$ cat src/rtl/wisc_mem_pkg.sv
// Shared types and constants for the unified-memory fill/store arbiter.
package wisc_mem_pkg;

    typedef enum logic [1:0] {
        ARB_IDLE  = 2'd0,
        ARB_WRITE = 2'd1,
        ARB_FILL  = 2'd2
    } arb_state_t;

    localparam int WORDS_PER_BLOCK = 8;
    localparam int WORD_IDX_BITS   = 3;
    localparam int BLK_OFF_BITS    = 4;
    localparam logic FILL_SEL_I    = 1'b0;
    localparam logic FILL_SEL_D    = 1'b1;

endpackage

$ cat src/rtl/fill_word_counter.sv
// Word-index counter for block fills: synchronous clear wins over enable; last flags the final index.
module fill_word_counter #(
    parameter int W = 3
) (
    input  logic         clk,
    input  logic         rst_n,
    input  logic         clr,
    input  logic         en,
    output logic [W-1:0] cnt,
    output logic         last
);

    always_ff @(posedge clk or negedge rst_n) begin
        if (!rst_n)
            cnt <= '0;
        else if (clr)
            cnt <= '0;
        else if (en)
            cnt <= cnt + 1'b1;
    end

    assign last = &cnt;

endmodule

$ cat src/rtl/mem_fill_arbiter.sv
// Arbitrates the shared pipelined memory among D-cache stores, D-cache fills and I-cache fills,
// issuing one read per block word and steering returned words into the selected cache.
module mem_fill_arbiter
    import wisc_mem_pkg::*;
#(
    parameter int AW              = 16,
    parameter int DW              = 16,
    parameter int WORDS_PER_BLOCK = 8,
    parameter int MEM_LAT         = 4
) (
    input  logic          clk,
    input  logic          rst_n,
    input  logic          i_miss,
    input  logic [AW-1:0] i_miss_addr,
    input  logic          d_miss,
    input  logic [AW-1:0] d_miss_addr,
    input  logic          d_wr_req,
    input  logic [AW-1:0] d_wr_addr,
    input  logic [DW-1:0] d_wr_data,
    output logic          mem_en,
    output logic          mem_wr,
    output logic [AW-1:0] mem_addr,
    output logic [DW-1:0] mem_wdata,
    input  logic [DW-1:0] mem_rdata,
    input  logic          mem_valid,
    output logic          fill_we,
    output logic          fill_sel,
    output logic [2:0]    fill_word,
    output logic [DW-1:0] fill_data,
    output logic          fill_tag_we,
    output logic          i_done,
    output logic          d_done,
    output logic          wr_ack,
    output logic          busy
);

    if (WORDS_PER_BLOCK != (1 << WORD_IDX_BITS)) begin : g_blk_check
        $error("WORDS_PER_BLOCK must match the 3-bit word counters");
    end
    if (MEM_LAT < 1) begin : g_lat_check
        $error("MEM_LAT must be at least 1");
    end

    arb_state_t             state;
    logic [AW-1:0]          base;
    logic [AW-1:0]          grant_base;
    logic                   fill_grant;
    logic                   in_fill;
    logic [WORD_IDX_BITS-1:0] issue_cnt;
    logic [WORD_IDX_BITS-1:0] issue_nxt;
    logic [WORD_IDX_BITS-1:0] ret_cnt;
    logic                   issue_last;
    logic                   ret_last;

    assign in_fill    = (state == ARB_FILL);
    assign fill_grant = (state == ARB_IDLE) && !d_wr_req && (d_miss || i_miss);
    assign grant_base = d_miss ? {d_miss_addr[AW-1:BLK_OFF_BITS], {BLK_OFF_BITS{1'b0}}}
                               : {i_miss_addr[AW-1:BLK_OFF_BITS], {BLK_OFF_BITS{1'b0}}};
    assign issue_nxt  = issue_cnt + 1'b1;

    fill_word_counter #(.W(WORD_IDX_BITS)) u_issue_cnt (
        .clk   (clk),
        .rst_n (rst_n),
        .clr   (fill_grant),
        .en    (in_fill && mem_en),
        .cnt   (issue_cnt),
        .last  (issue_last)
    );

    fill_word_counter #(.W(WORD_IDX_BITS)) u_ret_cnt (
        .clk   (clk),
        .rst_n (rst_n),
        .clr   (fill_grant),
        .en    (in_fill && mem_valid),
        .cnt   (ret_cnt),
        .last  (ret_last)
    );

    always_ff @(posedge clk or negedge rst_n) begin
        if (!rst_n) begin
            state     <= ARB_IDLE;
            base      <= '0;
            fill_sel  <= FILL_SEL_I;
            mem_en    <= 1'b0;
            mem_wr    <= 1'b0;
            mem_addr  <= '0;
            mem_wdata <= '0;
            wr_ack    <= 1'b0;
        end else begin
            case (state)
                ARB_IDLE: begin
                    if (d_wr_req) begin
                        state     <= ARB_WRITE;
                        mem_en    <= 1'b1;
                        mem_wr    <= 1'b1;
                        mem_addr  <= d_wr_addr;
                        mem_wdata <= d_wr_data;
                        wr_ack    <= 1'b1;
                    end else if (d_miss || i_miss) begin
                        state    <= ARB_FILL;
                        fill_sel <= d_miss ? FILL_SEL_D : FILL_SEL_I;
                        base     <= grant_base;
                        mem_en   <= 1'b1;
                        mem_wr   <= 1'b0;
                        mem_addr <= grant_base;
                    end
                end
                ARB_WRITE: begin
                    state     <= ARB_IDLE;
                    mem_en    <= 1'b0;
                    mem_wr    <= 1'b0;
                    mem_addr  <= '0;
                    mem_wdata <= '0;
                    wr_ack    <= 1'b0;
                end
                ARB_FILL: begin
                    // Reads stream one per cycle; returns are counted independently below.
                    if (mem_en) begin
                        if (issue_last) begin
                            mem_en   <= 1'b0;
                            mem_addr <= '0;
                        end else begin
                            mem_addr <= base | AW'({issue_nxt, 1'b0});
                        end
                    end
                    if (mem_valid && ret_last)
                        state <= ARB_IDLE;
                end
                default: state <= ARB_IDLE;
            endcase
        end
    end

    // Returned words are written in the cycle they arrive; stale returns outside FILL are dropped.
    assign fill_we     = in_fill && mem_valid;
    assign fill_word   = fill_we ? ret_cnt : '0;
    assign fill_data   = fill_we ? mem_rdata : '0;
    assign fill_tag_we = fill_we && ret_last;
    assign i_done      = fill_tag_we && (fill_sel == FILL_SEL_I);
    assign d_done      = fill_tag_we && (fill_sel == FILL_SEL_D);
    assign busy        = (state != ARB_IDLE);

endmodule

$ cat config.mk
export PLATFORM = sky130hd
export DESIGN_NAME = mem_fill_arbiter
export DESIGN_NICKNAME = d
export VERILOG_FILES = /design/src/rtl/wisc_mem_pkg.sv /design/src/rtl/fill_word_counter.sv /design/src/rtl/mem_fill_arbiter.sv
export SDC_FILE = /design/constraint.sdc
export NUM_CORES = 1
export LEC_CHECK = 0
export BUFFER_PORTS_ARGS = -buffer_cell sky130_fd_sc_hd__buf_2
export CAP_MARGIN = 30
export CORE_MARGIN = 10
export CORE_UTILIZATION = 47
export CTS_CLUSTER_SIZE = 8
export DETAILED_ROUTE_END_ITERATION = 16
export PLACE_DENSITY = 0.81
export SYNTH_ARGS = -nofsm -noshare
export SYNTH_HDL_FRONTEND = slang
export SYNTH_SLANG_ARGS = --single-unit
$ cat constraint.sdc
create_clock -name clk -period 2.45 [get_ports clk]
set_input_delay 0.49 -clock clk [delete_from_list [all_inputs] [get_ports clk]]
set_output_delay 0.49 -clock clk [all_outputs]
set_load 0.02 [all_outputs]
Word level (Yosys, flattened, before mapping)
Cells that the tools add are included.
{"block": "word_totals", "regBits": 60, "inputBits": 86, "output_inout_bits": 60, "word_cells": 74}
{"block": "op_classes", "addsub": 2, "eq_ne": 6, "muxes": 29, "bitwise": 3, "reduce_logical": 24}
{"cell": "16-bit 2-to-1 mux", "n": 7}
{"cell": "16-bit one-hot mux with 3 select lines", "n": 1}
{"cell": "16-bit one-hot mux with 2 select lines", "n": 1}
{"cell": "16-bit by 4-bit OR with 16-bit output", "n": 1}
{"cell": "3-bit 2-to-1 mux", "n": 5}
{"cell": "3-bit AND reduction", "n": 4}
{"cell": "1-bit logical AND", "n": 8}
{"cell": "1-bit 2-to-1 mux", "n": 8}
{"cell": "2-bit AND reduction", "n": 4}
{"cell": "2-bit nonzero test", "n": 4}
{"cell": "3-bit by 1-bit adder with 3-bit output (second input constant)", "n": 2}
{"cell": "2-bit 2-to-1 mux", "n": 3}
{"cell": "2-bit != test (second input constant)", "n": 2}
{"cell": "1-bit one-hot mux with 2 select lines", "n": 2}
{"cell": "2-bit one-hot mux with 2 select lines", "n": 1}
{"cell": "3-bit by 2-bit != test with 1-bit output (second input constant)", "n": 1}
{"cell": "1-bit one-hot mux with 3 select lines", "n": 1}
{"cell": "3-bit nonzero test", "n": 1}
{"cell": "2-bit by 1-bit == test with 1-bit output (second input constant)", "n": 1}
{"cell": "2-bit == test (second input constant)", "n": 1}
{"cell": "2-bit zero test", "n": 1}
{"cell": "2-bit by 1-bit != test with 1-bit output (second input constant)", "n": 1}
{"cell": "1-bit inverter", "n": 2}
{"cell": "1-bit zero test", "n": 1}
{"cell": "1-bit logical OR", "n": 1}

Longest topological paths before layout
{"block": "depth", "ltp_word": 5, "mapped_depth": 8, "ltp_nobuf": 5}

By module
A second synthesis with hierarchy kept.
{"block": "unflattened", "cells_unflattened": 272, "hier_area_um2": 2946.6}
{"mod": "mem_fill_arbiter", "instances": 1, "cells_each": 250, "area_per_inst_um2": 2666.3, "seq_area_each_um2": 1251.2}
{"mod": "fill_word_counter", "instances": 2, "cells_each": 11, "area_per_inst_um2": 140.1, "seq_area_each_um2": 75.1}

Worst setup path after synthesis
No wires, ideal clock.
{"block": "synth_timing", "kind": "reg-to-output", "startpoint": "register state[0]", "endpoint": "output port i_done", "arrival_ps": 1548, "required_ps": 1960, "path_slack_ps": 412, "stages_incl_launch_ff": 6, "n_path_buf": 1, "cell_sequence": "dfrtp_1 > inv_1 > ha_1 > clkbuf_1 > and3_1 > nor2b_1"}
{"block": "synth_between", "elab_chain_cells": 4}
{"element": "start, declared", "line_no": "mem_fill_arbiter.sv:44", "rtl": "arb_state_t state;"}
{"element": "start signal, assigned", "line_no": "mem_fill_arbiter.sv:81", "rtl": "state <= ARB_IDLE;"}
{"element": "start signal, assigned", "line_no": "mem_fill_arbiter.sv:93", "rtl": "state <= ARB_WRITE;"}
{"element": "start signal, assigned", "line_no": "mem_fill_arbiter.sv:100", "rtl": "state <= ARB_FILL;"}
{"element": "2-bit == test", "line_no": "mem_fill_arbiter.sv:55", "rtl": "assign in_fill = (state == ARB_FILL);"}
{"element": "1-bit logical AND", "line_no": "mem_fill_arbiter.sv:135", "rtl": "assign fill_we = in_fill && mem_valid;"}
{"element": "1-bit logical AND", "line_no": "mem_fill_arbiter.sv:138", "rtl": "assign fill_tag_we = fill_we && ret_last;"}
{"element": "named net fill_tag_we", "line_no": "mem_fill_arbiter.sv:30", "rtl": "output logic fill_tag_we,"}
{"element": "1-bit logical AND", "line_no": "mem_fill_arbiter.sv:139", "rtl": "assign i_done = fill_tag_we && (fill_sel == FILL_SEL_I);"}
{"element": "end, declared", "line_no": "mem_fill_arbiter.sv:31", "rtl": "output logic i_done,"}
The timed path passes the listed nets, and every way through them passes these cells.

Worst setup path in the final report
{"block": "layout_timing", "startpoint": "register state[0]", "endpoint": "register base[7]"}
{"block": "layout_between", "elab_chain_cells": 2}
{"element": "2-bit zero test", "line_no": "mem_fill_arbiter.sv:90", "rtl": "case (state)"}
{"element": "3-bit AND reduction (no line)"}
{"element": "end signal, assigned", "line_no": "mem_fill_arbiter.sv:102", "rtl": "base <= grant_base;"}
{"element": "end, declared", "line_no": "mem_fill_arbiter.sv:45", "rtl": "logic [AW-1:0] base;"}
No other way between the ends.
A chain may end at the register's enable or synchronous reset.

==> metrics <==
CP Data Arrival Time=2.45 ns; GRT Residual Overflow=0; Register Area=0.00140 mm^2; DRT antenna net count=0; largest net degree at the start of global routing=35; Root Driver=clkbuf_8; total track usage=16.7%; clock latency on the worst-skew pair=0.30 ns; final net count=530; global-route wire length before repair=14000 um; # setup viols final=0; share of cells above drive strength 1=42.0%; Initial DRC Count=112; Routed WL per cell=17.0 um; cell count along the critical path=5; synthesized flop and latch total=56; Seq/Total Area, Yosys=45.8%; Unique masters post-synth=28; CP peak stage delay=0.79 ns; total CTS buffers=5; outcome=complete, no violations; R2R depth=5; DR DRC count=0; maximum vdd drop=0.723 mV; CP Capture Type=flip-flop; worst-path maximum fanout=12; port bufs=137; fillers=529; fin. max-slew vios=0; CTS Sinks=56; cells after synthesis=307; Core ar.=0.00635 mm^2; final hold slack=0.210 ns; clock tree buffer depth=2; f_max=442 MHz; Final GP Congestion=0.816; Routed WL=8700 um; Worst Path Buf+Inv=1; H-tree levels=2; RSZ-0062 raised after global routing=no; Power Density=1190 mW/mm^2; CTS tree=done; crit start category=flip-flop; cts hold-fix bufs=0; diode count=0; CP top delay family=simple AND/OR/NAND/NOR gates; syn_nets=402; Hold Crit Class=input port to async pin; Die H=101 um; Site Rows=29; Slew Limit Headroom=31.1%; area of the multi-input gates=0.00151 mm^2; Worst EP required=2.64 ns; Pre-antenna DRT Iters=5; Least-Margin Pin Slew=1.03 ns; post-synthesis cell area=0.00306 mm^2; Hold Vio Cnt, Final=0; Worst path slowest cell=nor2_1; layout overhead on the synthesized area=28.0%; initial antenna violation count=0; dpl hpwl=6920 um; R2R setup slack=0.19 ns; detailed-route via count=2704; crit-path cells=inv_1, ha_1, nand2b_1, nor2_1, mux2_2; Setup TNS=0 ns; IO Pins=146; Setup Skew=0.0101 ns; kind of critical path=flip-flop to flip-flop; Lkg Pwr=2.05 nW; maxcap violations=0; Final Cycle Share=92.4%; die width=101 um; Starting Density=48.2%; minimum clock period=2.26 ns; Syn Area/Cell=9.98 um^2; via/cell ratio=5.27; Synth Warn #=0; clk slew on worst S/H paths=0.10 ns; Die ar.=0.0101 mm^2; vias in the first global route=2859
-- metrics by stage --
stage	area [um^2]	setup WS, ns	total power, mW	utilization (%)	cells
detailed placement	3810	0.218	4.13	60.0	505
global route	3920	0.0213	5.06	61.8	513
CTS	3920	0.0958	4.73	61.7	513
finish	3920	0.185	4.68	61.8	513
global placement	3810	0.285	4.03	60.0	505
floorplan	3060	0.412	3.35	-	307
-- sequential cells by signal (all words and copies together), names as in the netlist --
register,count
mem_addr,16
mem_wdata,16
base,12
u_issue_cnt.cnt,3
u_ret_cnt.cnt,3
state,2
fill_sel,1
mem_en,1
mem_wr,1
wr_ack,1
-- power breakdown --
group          total (mW)  internal (mW)  switching (mW)
clock network       0.593          0.303           0.291
registers            1.63           1.38           0.253
logic                2.45          0.996            1.46
-- layer usage --
layer  vias up  routed length (um)  share of wire, %  GRT usage [%]
met5         -                   0                 0              0
met4         0                  65              0.75           3.26
met3         6                 729               8.4           5.28
met2        90                4380                50           28.4
met1      1276                3520                40           20.3
li1       1332                   -                 -              -
-- kinds of logic (layout without fill, tap and decap cells) --
family                   after synthesis  count (layout)  synth area share [%]
AND/OR/NAND/NOR                       99              99                  17.6
adder cells (fa/ha/maj)                9               9                  3.68
flip-flops                            56              56                  45.8
buffers and inverters                 36             165                  5.19
multiplexers                          36              36                  13.2
AO/OA/AOI/OAI                         71              71                  14.5
-- Yosys cell counts (all sizes together) --
cell type / n / area [um^2]
o31ai: 1 / 7.51
and3: 21 / 131
clkbuf: 20 / 75.1
o211ai: 12 / 90.1
nor2: 3 / 11.3
a22o: 3 / 26.3
or3: 1 / 6.26
nand2: 34 / 128
o21bai: 1 / 7.51
or4b: 1 / 13.8
and3b: 1 / 8.76
a31oi: 24 / 150
o21ai: 26 / 130
inv: 12 / 45.0
a32o: 1 / 10.0
a21boi: 2 / 15.0
and2: 2 / 12.5
nand2b: 31 / 194
nor2b: 4 / 25.0
buf: 4 / 38.8
dfrtp: 56 / 1400
mux2: 27 / 315
nor4b: 1 / 8.76
o41ai: 1 / 8.76
mux2i: 9 / 90.1
ha: 9 / 113
-- repair_timing --
action                                  in CTS  in global routing
resized for setup                            0                  1
endpoints found under the setup margin       0                 12
buffers inserted                             0                  0
-- path summary, 6_finish.rpt --
check / end / from
max: base[7]$_DFFE_PN0P_ / state[0]$_DFFE_PN0P_
min: base[12]$_DFFE_PN0P_ / rst_n
max reg2reg: base[7]$_DFFE_PN0P_ / state[0]$_DFFE_PN0P_
min reg2reg: wr_ack$_DFFE_PN0P_ / wr_ack$_DFFE_PN0P_
max in group asynchronous: state[1]$_DFFE_PN0P_ / rst_n
min in group clk: mem_addr[0]$_DFFE_PN0P_ / d_wr_addr[0]
-- cells in the final DEF (no fill, tap or decap) --
cell / instances
a22o_1: 3
o41ai_1: 1
mux2_4: 3
ha_1: 8
nand2b_1: 31
o211ai_1: 12
buf_2: 137
o21bai_1: 1
and2_1: 2
or4b_4: 1
a21boi_0: 2
buf_12: 1
a32o_1: 1
inv_1: 12
mux2_2: 24
o21ai_0: 26
ha_2: 1
clkinvlp_4: 1
clkbuf_8: 5
nor2b_1: 4
and3b_1: 1
mux2i_2: 1
a31oi_1: 24
dfrtp_1: 56
clkinv_2: 1
mux2i_1: 8
nor2_1: 3
nor4b_1: 1
bufinv_16: 1
and3_1: 21
o31ai_1: 1
or3_1: 1
buf_4: 7
nand2_1: 34
-- layout make-up --
cell class	instances	area share [%]
Clock inverter	3	1.08
Timing Repair Buffer	145	19.3
Tap cell	77	2.46
Multi-Input combinational cell	215	38.5
Inverter	12	1.15
Clock buffer	5	1.75
Sequential cell	56	35.7
Power figures use the tool's default switching activity.
